## src/rtl/tlc_pkg.sv

```systemverilog
// Shared definitions for the traffic-light controller: phase codes, lamp
// encodings and the lamp decode used by the phase sequencer.
package tlc_pkg;

  typedef enum logic [3:0] {
    MAIN_GRN  = 4'd0,
    MAIN_YEL  = 4'd1,
    ALL_RED_A = 4'd2,
    SIDE_GRN  = 4'd3,
    SIDE_YEL  = 4'd4,
    ALL_RED_B = 4'd5,
    PED_WALK  = 4'd6
  } phase_t;

  localparam logic [2:0] LAMP_RED = 3'b100;
  localparam logic [2:0] LAMP_YEL = 3'b010;
  localparam logic [2:0] LAMP_GRN = 3'b001;

  localparam int TB_TICK_DIV = 4;

  typedef struct packed {
    logic [2:0] main_l;
    logic [2:0] side_l;
    logic       walk;
  } lamps_t;

  // Any code without a green or yellow phase, including illegal ones, is all-red.
  function automatic lamps_t decode_lamps(input logic [3:0] code);
    lamps_t l;
    l = '{main_l: LAMP_RED, side_l: LAMP_RED, walk: 1'b0};
    case (code)
      MAIN_GRN: l.main_l = LAMP_GRN;
      MAIN_YEL: l.main_l = LAMP_YEL;
      SIDE_GRN: l.side_l = LAMP_GRN;
      SIDE_YEL: l.side_l = LAMP_YEL;
      PED_WALK: l.walk   = 1'b1;
      default:  l        = l;
    endcase
    return l;
  endfunction

endpackage

```

## src/rtl/tlc_tick_gen.sv

```systemverilog
// Prescaler: counts 0..TICK_DIV-1 and flags the last count as a one-cycle
// tick. A synchronous clear restarts the count so each phase starts a fresh period.
module tlc_tick_gen #(
  parameter int TICK_DIV = 4
) (
  input  logic clk,
  input  logic rst_n,
  input  logic clear,
  output logic tick
);

  localparam int CW = (TICK_DIV > 2) ? $clog2(TICK_DIV) : 1;
  localparam logic [CW-1:0] LAST = CW'(TICK_DIV - 1);

  logic [CW-1:0] count;

  assign tick = (count == LAST);

  // NOTE: sequential state always uses non-blocking (<=) so every flop samples
  // pre-edge values regardless of block ordering.
  always_ff @(posedge clk or negedge rst_n) begin
    if (!rst_n) begin
      count <= '0;
    end else if (clear || tick) begin
      count <= '0;
    end else begin
      count <= count + CW'(1);
    end
  end

endmodule

```

## src/rtl/tlc_phase_sequencer.sv

```systemverilog
// Phase register, dwell timer, request synchronizers and registered lamp decode
// for the traffic-light controller.
module tlc_phase_sequencer
  import tlc_pkg::*;
#(
  parameter int TICK_DIV  = 50_000_000,
  parameter int GREEN_MIN = 10,
  parameter int YELLOW_T  = 3,
  parameter int ALLRED_T  = 1,
  parameter int SIDE_T    = 8,
  parameter int WALK_T    = 6
) (
  input  logic       Clock,
  input  logic       Resetn,
  input  logic       w,
  input  logic       ped_req,
  output logic [2:0] main_light,
  output logic [2:0] side_light,
  output logic       walk,
  output logic [3:0] phase
);

  localparam logic [7:0] GREEN_LAST  = 8'(GREEN_MIN - 1);
  localparam logic [7:0] YELLOW_LAST = 8'(YELLOW_T - 1);
  localparam logic [7:0] ALLRED_LAST = 8'(ALLRED_T - 1);
  localparam logic [7:0] SIDE_LAST   = 8'(SIDE_T - 1);
  localparam logic [7:0] WALK_LAST   = 8'(WALK_T - 1);

  logic       w_meta, w_sync;
  logic       ped_meta, ped_sync, ped_sync_q;
  logic       ped_rise, ped_pending;
  logic       tick, phase_change, enter_walk;
  logic [7:0] dwell;
  phase_t     state, next_phase;
  lamps_t     next_lamps;

  tlc_tick_gen #(.TICK_DIV(TICK_DIV)) u_tick_gen (
    .clk   (Clock),
    .rst_n (Resetn),
    .clear (phase_change),
    .tick  (tick)
  );

  assign ped_rise = ped_sync & ~ped_sync_q;

  // NOTE: next_phase is given a default before the case so no path leaves it
  // unassigned; that is what keeps always_comb from inferring a latch.
  always_comb begin
    next_phase = state;
    case (state)
      MAIN_GRN:  if (tick && dwell >= GREEN_LAST && (w_sync || ped_pending)) next_phase = MAIN_YEL;
      MAIN_YEL:  if (tick && dwell == YELLOW_LAST) next_phase = ALL_RED_A;
      ALL_RED_A: if (tick && dwell == ALLRED_LAST) next_phase = SIDE_GRN;
      SIDE_GRN:  if (tick && dwell == SIDE_LAST)   next_phase = SIDE_YEL;
      SIDE_YEL:  if (tick && dwell == YELLOW_LAST) next_phase = ALL_RED_B;
      ALL_RED_B: if (tick && dwell == ALLRED_LAST) next_phase = ped_pending ? PED_WALK : MAIN_GRN;
      PED_WALK:  if (tick && dwell == WALK_LAST)   next_phase = MAIN_GRN;
      default:   next_phase = ALL_RED_B;
    endcase
  end

  assign phase_change = (next_phase != state);
  assign enter_walk   = phase_change && (next_phase == PED_WALK);
  assign next_lamps   = decode_lamps(next_phase);
  assign phase        = state;

  always_ff @(posedge Clock or negedge Resetn) begin
    if (!Resetn) begin
      w_meta      <= 1'b0;
      w_sync      <= 1'b0;
      ped_meta    <= 1'b0;
      ped_sync    <= 1'b0;
      ped_sync_q  <= 1'b0;
      ped_pending <= 1'b0;
      dwell       <= '0;
    end else begin
      w_meta     <= w;
      w_sync     <= w_meta;
      ped_meta   <= ped_req;
      ped_sync   <= ped_meta;
      ped_sync_q <= ped_sync;
      // A press landing on the walk-entry edge is kept for the next cycle.
      if (ped_rise) begin
        ped_pending <= 1'b1;
      end else if (enter_walk) begin
        ped_pending <= 1'b0;
      end
      if (phase_change) begin
        dwell <= '0;
      end else if (tick && dwell != 8'hFF) begin
        dwell <= dwell + 8'd1;
      end
    end
  end

  // Lamps are registered from next_phase so they change on the same edge as phase.
  always_ff @(posedge Clock or negedge Resetn) begin
    if (!Resetn) begin
      state      <= ALL_RED_B;
      main_light <= LAMP_RED;
      side_light <= LAMP_RED;
      walk       <= 1'b0;
    end else begin
      state      <= next_phase;
      main_light <= next_lamps.main_l;
      side_light <= next_lamps.side_l;
      walk       <= next_lamps.walk;
    end
  end

endmodule

```

## config.mk

```make
export PLATFORM = sky130hd
export DESIGN_NAME = tlc_phase_sequencer
export DESIGN_NICKNAME = d
export VERILOG_FILES = /design/src/rtl/tlc_pkg.sv /design/src/rtl/tlc_tick_gen.sv /design/src/rtl/tlc_phase_sequencer.sv
export SDC_FILE = /design/constraint.sdc
export NUM_CORES = 1
export LEC_CHECK = 0
export ABC_AREA = 1
export BUFFER_PORTS_ARGS = -buffer_cell sky130_fd_sc_hd__buf_2
export CAP_MARGIN = 20
export CORE_ASPECT_RATIO = 1.4
export CORE_MARGIN = 5
export CORE_UTILIZATION = 57
export DETAILED_ROUTE_END_ITERATION = 7
export GPL_TIMING_DRIVEN = 0
export PLACE_DENSITY_LB_ADDON = 0.1
export RECOVER_POWER = 100
export SLEW_MARGIN = 20
export SYNTH_ARGS = -nofsm -noshare
export SYNTH_HDL_FRONTEND = slang
export SYNTH_SLANG_ARGS = --single-unit
```

## constraint.sdc

```tcl
create_clock -name Clock -period 2.4 [get_ports Clock]
set_input_delay 0.24 -clock Clock [delete_from_list [all_inputs] [get_ports Clock]]
set_output_delay 0.24 -clock Clock [all_outputs]
set_load 0.05 [all_outputs]
```

Yosys cells after proc, flatten, opt, wreduce, memory -nomap -nowiden
Index checks and enable logic that the tools add are counted.
{"block": "totals", "regBits": 51, "in_bits": 4, "out_inout_bits": 11, "word_cells": 65}
{"block": "op_classes", "eq_ne": 16, "order_cmp": 1, "n_reduce_logical": 15, "muxes": 17, "bitwise": 2, "addsub": 2}
{"cell": "$mux 4", "n": 7}
{"cell": "$pmux 4 s7", "n": 1}
{"cell": "$add 26x1->26 const B", "n": 1}
{"cell": "$eq 26x26->1 const B", "n": 1}
{"cell": "$mux 26", "n": 1}
{"cell": "$eq 4x3->1 const B", "n": 5}
{"cell": "$eq 8x3->1 const B", "n": 2}
{"cell": "$mux 8", "n": 2}
{"cell": "$eq 4x2->1 const B", "n": 3}
{"cell": "$pmux 3 s2", "n": 2}
{"cell": "$add 8x1->8 const B", "n": 1}
{"cell": "$eq 4x1->1 const B", "n": 2}
{"cell": "$eq 8x2->1 const B", "n": 1}
{"cell": "$ge 8x4->1 const B", "n": 1}
{"cell": "$logic_and 1x1->1", "n": 8}
{"cell": "$logic_not 4->1", "n": 2}
{"cell": "$logic_not 8->1", "n": 1}
{"cell": "$ne 8x8->1 const B", "n": 1}
{"cell": "$ne 4x4->1", "n": 1}
{"cell": "$reduce_bool 2->1", "n": 2}
{"cell": "$mux 1", "n": 3}
{"cell": "$mux 3", "n": 1}
{"cell": "$logic_or 1x1->1", "n": 2}
{"cell": "$and 1x1->1", "n": 1}
{"cell": "$not 1->1", "n": 1}

Longest topological paths before layout
Gate-level depths: netlist (run 1).
{"block": "logic_depth", "ltp_word": 9, "mapped_depth": 16, "ltp_nobuf": 15}

Hierarchy
Synthesis (run 1) repeated with hierarchy kept, for this count alone.
{"block": "hier_totals", "hier_cells": 422, "area_unflattened_um2": 3044.2}
{"mod": "tlc_tick_gen", "area_per_inst_um2": 1589.0, "n_inst": 1, "cells_per_inst": 228, "seq_area_each_um2": 650.6}
{"mod": "tlc_phase_sequencer", "area_per_inst_um2": 1455.1, "n_inst": 1, "cells_per_inst": 194, "seq_area_each_um2": 630.6}

Least setup slack after synthesis (run 1)
Ideal clock, no wire load.
{"block": "synth_timing", "kind": "register -> register", "startpoint": "reg state[0] (netlist: phase[0])", "endpoint": "reg u_tick_gen.count[13]", "t_arrival_ns": 2.071, "path_slack_ns": 0.261, "required_time_ns": 2.332, "path_stages_with_launch": 13, "period_less_slack_ns": 2.139, "cell_sequence": "dfstp_2 buf_2 nand2_1 o21ai_0 inv_1 nand2_1 a21oi_4 nand3_1 nand3_4 nor2_4 nand3_4 buf_12 nor2_4"}
{"block": "synth_between", "elab_chain_cells": 5, "word_cells_on_any_way": 18, "classes_between": "eq/ne: 7; mux: 9; reduce/logical: 2"}
{"element": "start: declaration", "line_no": "tlc_phase_sequencer.sv:34", "source": "phase_t state, next_phase;"}
{"element": "start signal: assignment", "line_no": "tlc_phase_sequencer.sv:104", "source": "state <= next_phase;"}
{"element": "$eq 4x3->1 (tied with other cells)", "line_no": "tlc_phase_sequencer.sv:50", "source": "case (state)"}
{"element": "$pmux 4 s7", "line_no": "tlc_phase_sequencer.sv:50"}
{"element": "$ne 4x4->1 *", "line_no": "tlc_phase_sequencer.sv:62", "source": "assign phase_change = (next_phase != state);"}
{"element": "$logic_or 1x1->1 *", "line_no": "tlc_tick_gen.sv:24", "source": "end else if (clear || tick) begin"}
{"element": "$mux 26 *", "line_no": "tlc_tick_gen.sv:24"}
{"element": "end signal: assignment", "line_no": "tlc_tick_gen.sv:27", "source": "count <= count + CW'(1);"}
{"element": "end: declaration", "line_no": "tlc_tick_gen.sv:15", "source": "logic [CW-1:0] count;"}
Mark *: on every way between the ends. The rest lies on a longest branch, timed or not.
A chain may end at the register's enable or synchronous reset.

Worst setup path in the final report (run 1)
{"block": "layout_timing", "startpoint": "reg u_tick_gen.count[0]", "endpoint": "reg u_tick_gen.count[7]"}
{"block": "layout_between", "elab_chain_cells": 8, "word_cells_on_any_way": 19, "classes_between": "add/sub: 1; eq/ne: 2; mux: 9; reduce/logical: 7"}
{"element": "$eq 26x26->1", "line_no": "tlc_tick_gen.sv:17", "source": "assign tick = (count == LAST);"}
{"element": "$logic_and 1x1->1 (2 in series)", "line_no": "tlc_phase_sequencer.sv:51", "source": "MAIN_GRN: if (tick && dwell >= GREEN_LAST && (w_sync || ped_pending)) next_phase = MAIN_YEL;"}
{"element": "$mux 4", "line_no": "tlc_phase_sequencer.sv:51"}
{"element": "$pmux 4 s7", "line_no": "tlc_phase_sequencer.sv:50"}
{"element": "$ne 4x4->1", "line_no": "tlc_phase_sequencer.sv:62"}
{"element": "$logic_or 1x1->1", "line_no": "tlc_tick_gen.sv:24"}
{"element": "$mux 26 *", "line_no": "tlc_tick_gen.sv:24"}
Marks and branches as above.

==> summary.txt, run 1 <==
Detailed routing
  – DRT iter0 DRCs: 118
  – Drt drc: 0
  – Vias: 2193
  – Routed len/inst: 13.16 um
  – Final WL: 5699 um
  – Final ANT Viol Nets: 0
  – Drt via density: 5.065
  – DR pass1 iterations: 4

Cells and area
  – Final nets: 376
  – Post-layout util: 65.46%
  – Finished Layout Cells: 433
  – Layout cell share with drive strength beyond 1: 20.44%
  – Cell area after layout: 3377 um2
  – Fill count: 444
  – Ant diodes: 0
  – Layout area overhead: 11.71%

Floorplanning
  – # rows: 31
  – Die width: 71.55 um
  – Core footprint: 5159 um2
  – Die height: 96.17 um
  – Starting density of the core: 58.60%
  – Die footprint: 6880 um2
  – Io pins: 15

Yosys
  – Yosys cell types: 32
  – Post-synthesis mux area share: 0.3311%
  – Post-synth ARST share: 100.0%
  – EDFF count, synth: 0
  – Post-synthesis compound-gate area fraction: 2.152%
  – Cell count after synthesis: 340
  – Post-synthesis adder-cell area fraction: 2.483%
  – Mean post-synth cell area: 8.891 um2
  – Main flop type after synthesis: dfrtp_1
  – Sequential fraction of the synthesis area: 42.38%
  – Mapped Area: 3023 um2
  – Ys Warns: 0
  – Simple-Gate Fraction of Synth Area: 37.79%
  – Syn nets: 350
  – Largest family of logic cells by synthesized area: simple AND/OR/NAND/NOR gates
  – Xor/xnor share of the synthesized area: 8.113%
  – Number of synthesized register bits: 51

Power and ir drop
  – Leakage power: 1.404 nW
  – Worst VDD drop: 283.5 uV
  – Total power: 1.717 mW
  – P per Cell Area: 508.5 nW/um2

Global routing
  – Gr busiest metal: met2
  – First-pass GRT wire length: 9846 um
  – Routing usage on met1: 20.24%
  – Total gr overflow: 0
  – Grt met2 use: 33.44%
  – Vias in the first global route: 2271
  – Global Route Usage Sum: 18.18%
  – Met3 Use GR: 2.926%
  – Pin count of the biggest net entering global routing: 27
  – Initial antenna violation count: 0

STA
  – Worst Skew: 0.008269 ns
  – Setup TNS: 0 ns
  – Slew headroom: 0.6351%
  – RSZ-0062 raised after global routing: yes
  – Worst slew pin tran: 1.490 ns
  – Crit path time final: 2.240 ns
  – Fin Hold WS: 0.04302 ns
  – Max-slew violation count: 0
  – Final setup vio count: 0
  – Setup ws final: 0.1596 ns
  – Max frequency: 446.3 MHz
  – Final hold vios: 0
  – Fin crit share: 93.35%

Place
  – Port Buf Inserts: 14
  – Placed Area: 3196 um2
  – Placer Congestion: 0.9322
  – Placed insts: 421
  – Post-place setup slack: 0.09375 ns
  – DP HPWL: 4210 um

Critical path
  – Critical path's slowest cell: dfrtp_1
  – Crit-path leading delay family: simple AND/OR/NAND/NOR gates
  – Kind of critical path: flop to flop
  – Worst path max stage delay: 0.43 ns
  – Reg2Reg Depth: 14
  – Critical Path Fanout Max: 5
  – CP bufs+invs: 1
  – RR Startpoint: u_tick_gen.count[0]$_DFF_PN0_
  – Crit path arrival time: 2.47 ns
  – CP Capture Type: flop
  – Worst-path cell chain: ha_4, nand3_4, nor2_2, nand2_1, nor2_4, nand3_1, nand2_1, nor2_1, nand3_1, nand2_1, nor2_4, nand3_4, clkbuf_16, nor2_4
  – R2R setup slack: 0.16 ns
  – Critical path data required time: 2.63 ns
  – R2R Path End: u_tick_gen.count[7]$_DFF_PN0_
  – Critical Path Source Type: flop

CTS
  – Clock sinks: 51
  – Skew-Pair Late Insertion Delay: 0.30 ns
  – TritonCTS buffer count: 5
  – Clk buf depth: 2
  – H-tree depth: 2
  – TritonCTS clock tree: yes
  – Root buffer cell: clkbuf_8
  – Clock-pin slew on the worst setup and hold paths: 0.09 ns

Min path
  – Min-delay src: ped_req
  – Worst hold path class: input pin to flop
  – Worst hold path depth: 1
  – Worst Hold End: ped_meta$_DFF_PN0_

Flow run
  – # Max-Cap Violations: 0

Status
  – Outcome: finished, final reports clean
## routing by layer
| layer | share of wire, % | vias up |
|---|---|---|
| li1 | - | 1114 |
| met1 | 40 | 1029 |
| met2 | 55 | 37 |
| met3 | 3.1 | 13 |
| met4 | 2.2 | 0 |
| met5 | 0 | - |
## cells by family (layout without fill, tap and decap cells)
kind of cell | after synthesis | after routing
buffers and inverters | 44 | 71
adder cells (fa/ha/maj) | 6 | 6
flip-flops | 51 | 51
other | 1 | 1
multiplexers | 1 | 1
AO/OA/AOI/OAI | 10 | 10
XOR/XNOR | 28 | 28
AND/OR/NAND/NOR | 199 | 199
## registers in the layout (all words and copies together) (netlist names)
name,cells
u_tick_gen.count,26
ped_pending,1
phase,4
ped_meta,1
main_light,3
w_meta,1
side_light,3
ped_sync_q,1
dwell,8
ped_sync,1
w_sync,1
walk,1
## worst register-to-register path, stage by stage, from the launching register on
cell,delay [ns]
dfrtp_1,0.43
ha_4,0.19
nand3_4,0.12
nor2_2,0.15
nand2_1,0.12
nor2_4,0.14
nand3_1,0.14
nand2_1,0.10
nor2_1,0.06
nand3_1,0.06
nand2_1,0.08
nor2_4,0.14
nand3_4,0.16
clkbuf_16,0.22
nor2_4,0.07
## Yosys cell counts, types with 3 or more instances
library cell	instances	area, um2
dfstp_2	4	105.1
nand3_1	19	95.09
nand2_4	3	33.78
dfrtp_1	47	1176
nand2_2	6	37.54
ha_1	6	75.07
nor3_2	3	30.03
nand3_4	3	52.55
nor3_1	11	55.05
xnor2_1	9	78.83
inv_1	38	142.6
nor2_1	49	183.9
xor2_1	19	166.4
nor2_2	4	25.02
nand4_1	9	56.30
nand2_1	60	225.2
o21ai_0	6	30.03
nor2_4	24	270.3
nand3_2	3	30.03
## worst max path at each step
stage / end / slack, ns / cells past startpoint / start
2_1_floorplan: u_tick_gen.count[13]$_DFF_PN0_ / 0.26 / 12 / phase[0]$_DFF_PN1_
3_3_place_gp: u_tick_gen.count[13]$_DFF_PN0_ / 0.12 / 14 / u_tick_gen.count[0]$_DFF_PN0_
3_5_place_dp: u_tick_gen.count[7]$_DFF_PN0_ / 0.09 / 14 / u_tick_gen.count[0]$_DFF_PN0_
4_1_cts: u_tick_gen.count[11]$_DFF_PN0_ / 0.08 / 14 / u_tick_gen.count[0]$_DFF_PN0_
5_1_grt: u_tick_gen.count[2]$_DFF_PN0_ / -0.02 / 14 / u_tick_gen.count[0]$_DFF_PN0_
6_report: u_tick_gen.count[7]$_DFF_PN0_ / 0.16 / 14 / u_tick_gen.count[0]$_DFF_PN0_
## cell type report
class / count / area (um2) / share of cell area, %
repair buffers: 19 / 137.6 / 4.076
clock inverters: 1 / 30.03 / 0.8892
multi-input cells: 245 / 1569 / 46.46
plain buffers: 4 / 50.05 / 1.482
flip-flops and latches: 51 / 1281 / 37.94
inverters: 40 / 150.1 / 4.446
well taps: 66 / 82.58 / 2.445
clock buffers: 7 / 76.32 / 2.260
## layout by cell type (no fill, tap or decap), drive strengths merged
master	count
inv	40
nor4b	1
nand3	25
conb	1
dfrtp	47
xor2	19
nand2	69
o21ai	7
a31o	1
ha	6
nor2	78
buf	9
nor4	2
bufinv	1
a21oi	2
mux2i	1
clkbuf	20
dlygate4sd3	1
and2	1
dfstp	4
xnor2	9
nand4	9
nor3	14
## timing repair
item,4_1_cts,5_1_grt
hold buffers,1,0
gates resized for setup,0,6
setup buffers,0,2
endpoints found under the hold margin,21,0
endpoints found under the setup margin,0,28
## where the power goes
part | total, mW | switching [mW] | internal (mW) | leakage (nW)
sequential | 0.895 | 0.0108 | 0.884 | 0.677
clock | 0.584 | 0.272 | 0.312 | 0.0524
combinational | 0.239 | 0.170 | 0.0685 | 0.675
Power figures use the tool's default switching activity.
==> run 2, diff against run 1 <==
- CORE_ASPECT_RATIO: 1.4 -> default
==> summary.txt, run 2 (synthesis gave the netlist of run 1 again) <==
Status
  – Outcome: finished, final reports clean

STA
  – Final setup vio count: 0
  – Setup ws final: 0.1642 ns
  – Fin crit share: 93.16%
  – Fin Hold WS: 0.03210 ns
  – Max frequency: 447.3 MHz
  – Final hold vios: 0
  – Crit path time final: 2.236 ns
  – Max-slew violation count: 0
  – Worst Skew: 0.006850 ns
  – Worst slew pin tran: 1.477 ns
  – Slew headroom: 1.561%

Place
  – Post-place setup slack: 0.1271 ns
  – Placed insts: 425
  – Placer Congestion: 0.8858
  – DP HPWL: 3962 um
  – Port Buf Inserts: 14

Cells and area
  – Layout area overhead: 15.11%
  – Largest register by flop count: u_tick_gen.count
  – Finished Layout Cells: 444
  – Most frequent cells in the layout: 60 x nand2_1, 47 x nor2_1, 47 x dfrtp_1
  – Commonest non-fill, non-tap cell in the layout: nand2_1
  – Final nets: 383
  – Ant diodes: 0
  – Layout cell share with drive strength beyond 1: 22.19%
  – Flip-flop count of the largest register after layout: 26

Critical path
  – Critical Path Fanout Max: 5
  – CP bufs+invs: 2
  – Crit-path leading delay family: simple AND/OR/NAND/NOR gates
  – Critical path's slowest cell: dfrtp_1
  – Worst path max stage delay: 0.44 ns
  – CP Capture Type: flop
  – Critical Path Source Type: flop
  – Crit path arrival time: 2.48 ns
  – Critical path's most frequent cell: nor2_4
  – Worst-path cell chain: ha_4, nand3_4, nor2_4, nand2_1, nor2_4, nand3_1, nand2_1, nor2_1, nand3_1, nand2_1, nor2_4, nand3_4, buf_12, clkbuf_16, nor2_4
  – Kind of critical path: flop to flop
  – Critical path data required time: 2.65 ns

Detailed routing
  – DR pass1 iterations: 4
  – DRT iter0 DRCs: 105
  – Final ANT Viol Nets: 0
  – Drt drc: 0
  – Drt via density: 4.957
  – Final WL: 5438 um
  – Routed len/inst: 12.25 um
  – Vias: 2201

CTS
  – Skew-Pair Late Insertion Delay: 0.31 ns
  – Clock sinks: 51
  – Root buffer cell: clkbuf_8
  – Clk buf depth: 2
  – H-tree depth: 2
  – Clock-pin slew on the worst setup and hold paths: 0.09 ns
  – TritonCTS buffer count: 5
  – TritonCTS clock tree: yes

Power and ir drop
  – Leakage power: 1.457 nW
  – Worst VDD drop: 427.5 uV
  – P per Cell Area: 536.1 nW/um2

Global routing
  – Total gr overflow: 0
  – First-pass GRT wire length: 9522 um
  – Pin count of the biggest net entering global routing: 27
  – Initial antenna violation count: 0
  – Vias in the first global route: 2145
  – Global Route Usage Sum: 16.44%

Floorplanning
  – Die width: 82.83 um
  – Die height: 82.83 um
  – Starting density of the core: 58.81%
  – # rows: 26
  – Die footprint: 6860 um2
  – Core footprint: 5140 um2
  – Io pins: 15

Flow run
  – # Max-Cap Violations: 0

Min path
  – Worst hold path class: input pin to flop
run 2: cell type report:
cell class	count	area, um2
repair buffers	26	205.2
well taps	70	87.58
multi-input cells	245	1569
flip-flops and latches	51	1281
clock inverters	3	67.56
plain buffers	4	50.05
clock buffers	5	68.82
fillers	450	1660
inverters	40	150.1
run 2: per-stage QoR:
stage / util (%) / power (mW) / cell area (um2) / setup TNS [ns]
4_1_cts: 65.12 / 1.838 / 3347 / 0
5_1_grt: 67.70 / 1.938 / 3480 / -0.1127
3_5_place_dp: 62.27 / 1.133 / 3201 / 0
2_1_floorplan: - / 1.077 / 3023 / 0
3_3_place_gp: 61.88 / 1.128 / 3181 / 0
6_report: 67.70 / 1.865 / 3480 / 0
run 2: report_power, final:
group / total (mW) / internal, mW / switching, mW
combinational: 0.263 / 0.0877 / 0.175
clock: 0.708 / 0.416 / 0.293
sequential: 0.895 / 0.884 / 0.0106
total: 1.87 / 1.39 / 0.478
run 2: path summary, 6_finish.rpt:
| kind | start | endpoint | slack (ns) | cells after the start |
|---|---|---|---|---|
| worst min register to register | w_meta$_DFF_PN0_ | w_sync$_DFF_PN0_ | 0.35 | 0 |
| min in group asynchronous | Resetn | u_tick_gen.count[8]$_DFF_PN0_ | 0.81 | 2 |
| worst max-delay path | u_tick_gen.count[0]$_DFF_PN0_ | u_tick_gen.count[17]$_DFF_PN0_ | 0.16 | 15 |
| worst max register to register | u_tick_gen.count[0]$_DFF_PN0_ | u_tick_gen.count[17]$_DFF_PN0_ | 0.16 | 15 |
| max in group asynchronous | Resetn | phase[2]$_DFF_PN1_ | 0.71 | 3 |
| worst min-delay path | ped_req | ped_meta$_DFF_PN0_ | 0.03 | 1 |
run 2: timing repair:
action	4_1_cts	5_1_grt
resized for setup	0	7
hold buffers	1	0
buffers inserted	0	8
endpoints found under the hold margin	25	0
setup endpoints to repair	0	28
run 2: metal layers:
layer | vias to the layer above | global-route usage, % | wire [um]
li1 | 1128 | - | -
met1 | 1037 | 23.04 | 2733
met2 | 31 | 26.09 | 2473
met3 | 5 | 3.168 | 165
met4 | 0 | 4.458 | 65
met5 | - | 0 | 0
==> run 3, diff against run 2 <==
- CORE_MARGIN: 5 -> default
- MAX_ROUTING_LAYER: default -> met4
==> summary.txt, run 3 (synthesis gave the netlist of run 1 again) <==
Status
  – Outcome: finished with violations
  – Failing checks: max-capacitance violations, max-slew violations

Place
  – DP HPWL: 4053 um
  – Placer Congestion: 0.8598
  – Post-place setup slack: 0.1141 ns
  – Port Buf Inserts: 14
  – Placed insts: 425

Floorplanning
  – Starting density of the core: 59.19%
  – Die width: 74.83 um
  – Core footprint: 5107 um2
  – # rows: 26
  – Die height: 74.83 um
  – Io pins: 15
  – Die footprint: 5599 um2

Critical path
  – Critical path data required time: 2.64 ns
  – R2R setup slack: 0.18 ns
  – Crit path to: u_tick_gen.count[7]$_DFF_PN0_
  – RR Startpoint: u_tick_gen.count[0]$_DFF_PN0_
  – Crit path launch: u_tick_gen.count[0]$_DFF_PN0_
  – R2R Path End: u_tick_gen.count[7]$_DFF_PN0_
  – Reg2Reg Depth: 14
  – Critical Path Fanout Max: 10
  – Crit path arrival time: 2.45 ns
  – Critical Path Source Type: flop
  – CP Capture Type: flop
  – Kind of critical path: flop to flop

CTS
  – TritonCTS buffer count: 5
  – Clk buf depth: 2
  – Root buffer cell: clkbuf_8
  – Clock sinks: 51
  – H-tree depth: 2
  – TritonCTS clock tree: yes
  – Clock-pin slew on the worst setup and hold paths: 0.10 ns
  – Skew-Pair Late Insertion Delay: 0.31 ns

Min path
  – Worst hold path depth: 1
  – Worst hold path class: input pin to flop

Detailed routing
  – Vias: 2118
  – Final ANT Viol Nets: 0
  – Final WL: 5329 um
  – DR pass1 iterations: 4
  – DRT iter0 DRCs: 110
  – Drt via density: 4.880
  – Routed len/inst: 12.28 um
  – Drt drc: 0

Cells and area
  – Layout cell share with drive strength beyond 1: 17.03%
  – Final nets: 373
  – Ant diodes: 0
  – Layout area overhead: 6.995%
  – Most frequent cells in the layout: 60 x nand2_1, 60 x nor2_1, 46 x dfrtp_1
  – Finished Layout Cells: 434
  – Multi-input logic area: 1456 um2
  – Largest register by flop count: u_tick_gen.count
  – Fill count: 471
  – Sequential cell area: 1282 um2
  – Flip-flop count of the largest register after layout: 26

Flow run
  – # Max-Cap Violations: 1

Global routing
  – Total gr overflow: 0
  – Global Route Usage Sum: 21.48%
  – First-pass GRT wire length: 8728 um
  – Initial antenna violation count: 0
  – Vias in the first global route: 1939
  – Pin count of the biggest net entering global routing: 28

STA
  – Max frequency: 450.8 MHz
  – Final hold vios: 0
  – Max-slew violation count: 27
  – Setup ws final: 0.1816 ns
  – Crit path time final: 2.218 ns
  – RSZ-0062 raised after global routing: no
  – Final setup vio count: 0
  – Worst Skew: 0.01147 ns
  – Setup TNS: 0 ns
  – Slew headroom: -4.177%
  – Fin crit share: 92.43%
  – Worst slew pin tran: 1.563 ns

Power and ir drop
  – Worst VDD drop: 422.9 uV
  – Leakage power: 1.382 nW
  – P per Cell Area: 529.3 nW/um2
==> run 3: cell count changes in the layout (fill, tap and decap cells not counted), sizes merged <==
cell and change:
buf -8, bufinv -1, clkbuf -2, inv +1
==> run 3: what timing repair did <==
item	CTS	global route
setup endpoints to repair	0	29
hold endpoints to repair	26	0
gates resized for setup	0	9
hold buffers	1	0
setup buffers	0	0
==> run 3: area by class of cell <==
class | instances | area share [%]
well taps | 70 | 2.708
inverters | 40 | 4.642
plain buffers | 4 | 1.547
repair buffers | 16 | 2.863
clock inverters | 3 | 1.431
multi-input cells | 245 | 45.03
flip-flops and latches | 51 | 39.65
clock buffers | 5 | 2.128
==> run 3: metal layers <==
| layer | global-route usage, % | part of all wire (%) |
|---|---|---|
| met5 | - | 0 |
| met4 | 6.289 | 1.4 |
| met3 | 4.418 | 2.2 |
| met2 | 32.33 | 45 |
| met1 | 29.35 | 51 |
==> run 3: worst min path at each step <==
stage / startpoint / endpoint
final: w / w_meta$_DFF_PN0_
after CTS: w / w_meta$_DFF_PN0_
after floorplan: Resetn / dwell[0]$_DFFE_PN0P_
after detailed placement: Resetn / u_tick_gen.count[5]$_DFF_PN0_
after global placement: ped_meta$_DFF_PN0_ / ped_sync$_DFF_PN0_
after global routing: w / w_meta$_DFF_PN0_
==> run 3: power breakdown <==
group          leakage [nW]  switching (mW)  internal (mW)  total, mW
sequential            0.676          0.0112          0.884      0.896
combinational         0.652           0.151         0.0553      0.207
clock                0.0548           0.296          0.314      0.610
==> run 3: worst max-delay path: stages (launching register included) <==
cell and delay (ns):
dfrtp_2 0.42, ha_4 0.17, nand3_4 0.12, nor2_2 0.14
nand2_1 0.08, nor2_2 0.15, nand3_1 0.12, nand2_1 0.13
nor2_2 0.06, nand3_1 0.06, nand2_1 0.08, nor2_4 0.16
nand3_4 0.16, buf_12 0.19, nor2_1 0.10
==> run 3: through the flow <==
step                power, mW  cell area (um2)  utilization (%)  hold WS (ns)
finish                  1.712             3234            63.33       0.02423
global route            1.780             3234            63.33       0.01694
CTS                     1.751             3333            65.26       0.01615
detailed placement      1.136             3208            62.81        0.3132
global placement        1.128             3181            62.27        0.3344
floorplan               1.077             3023                -      -0.05559
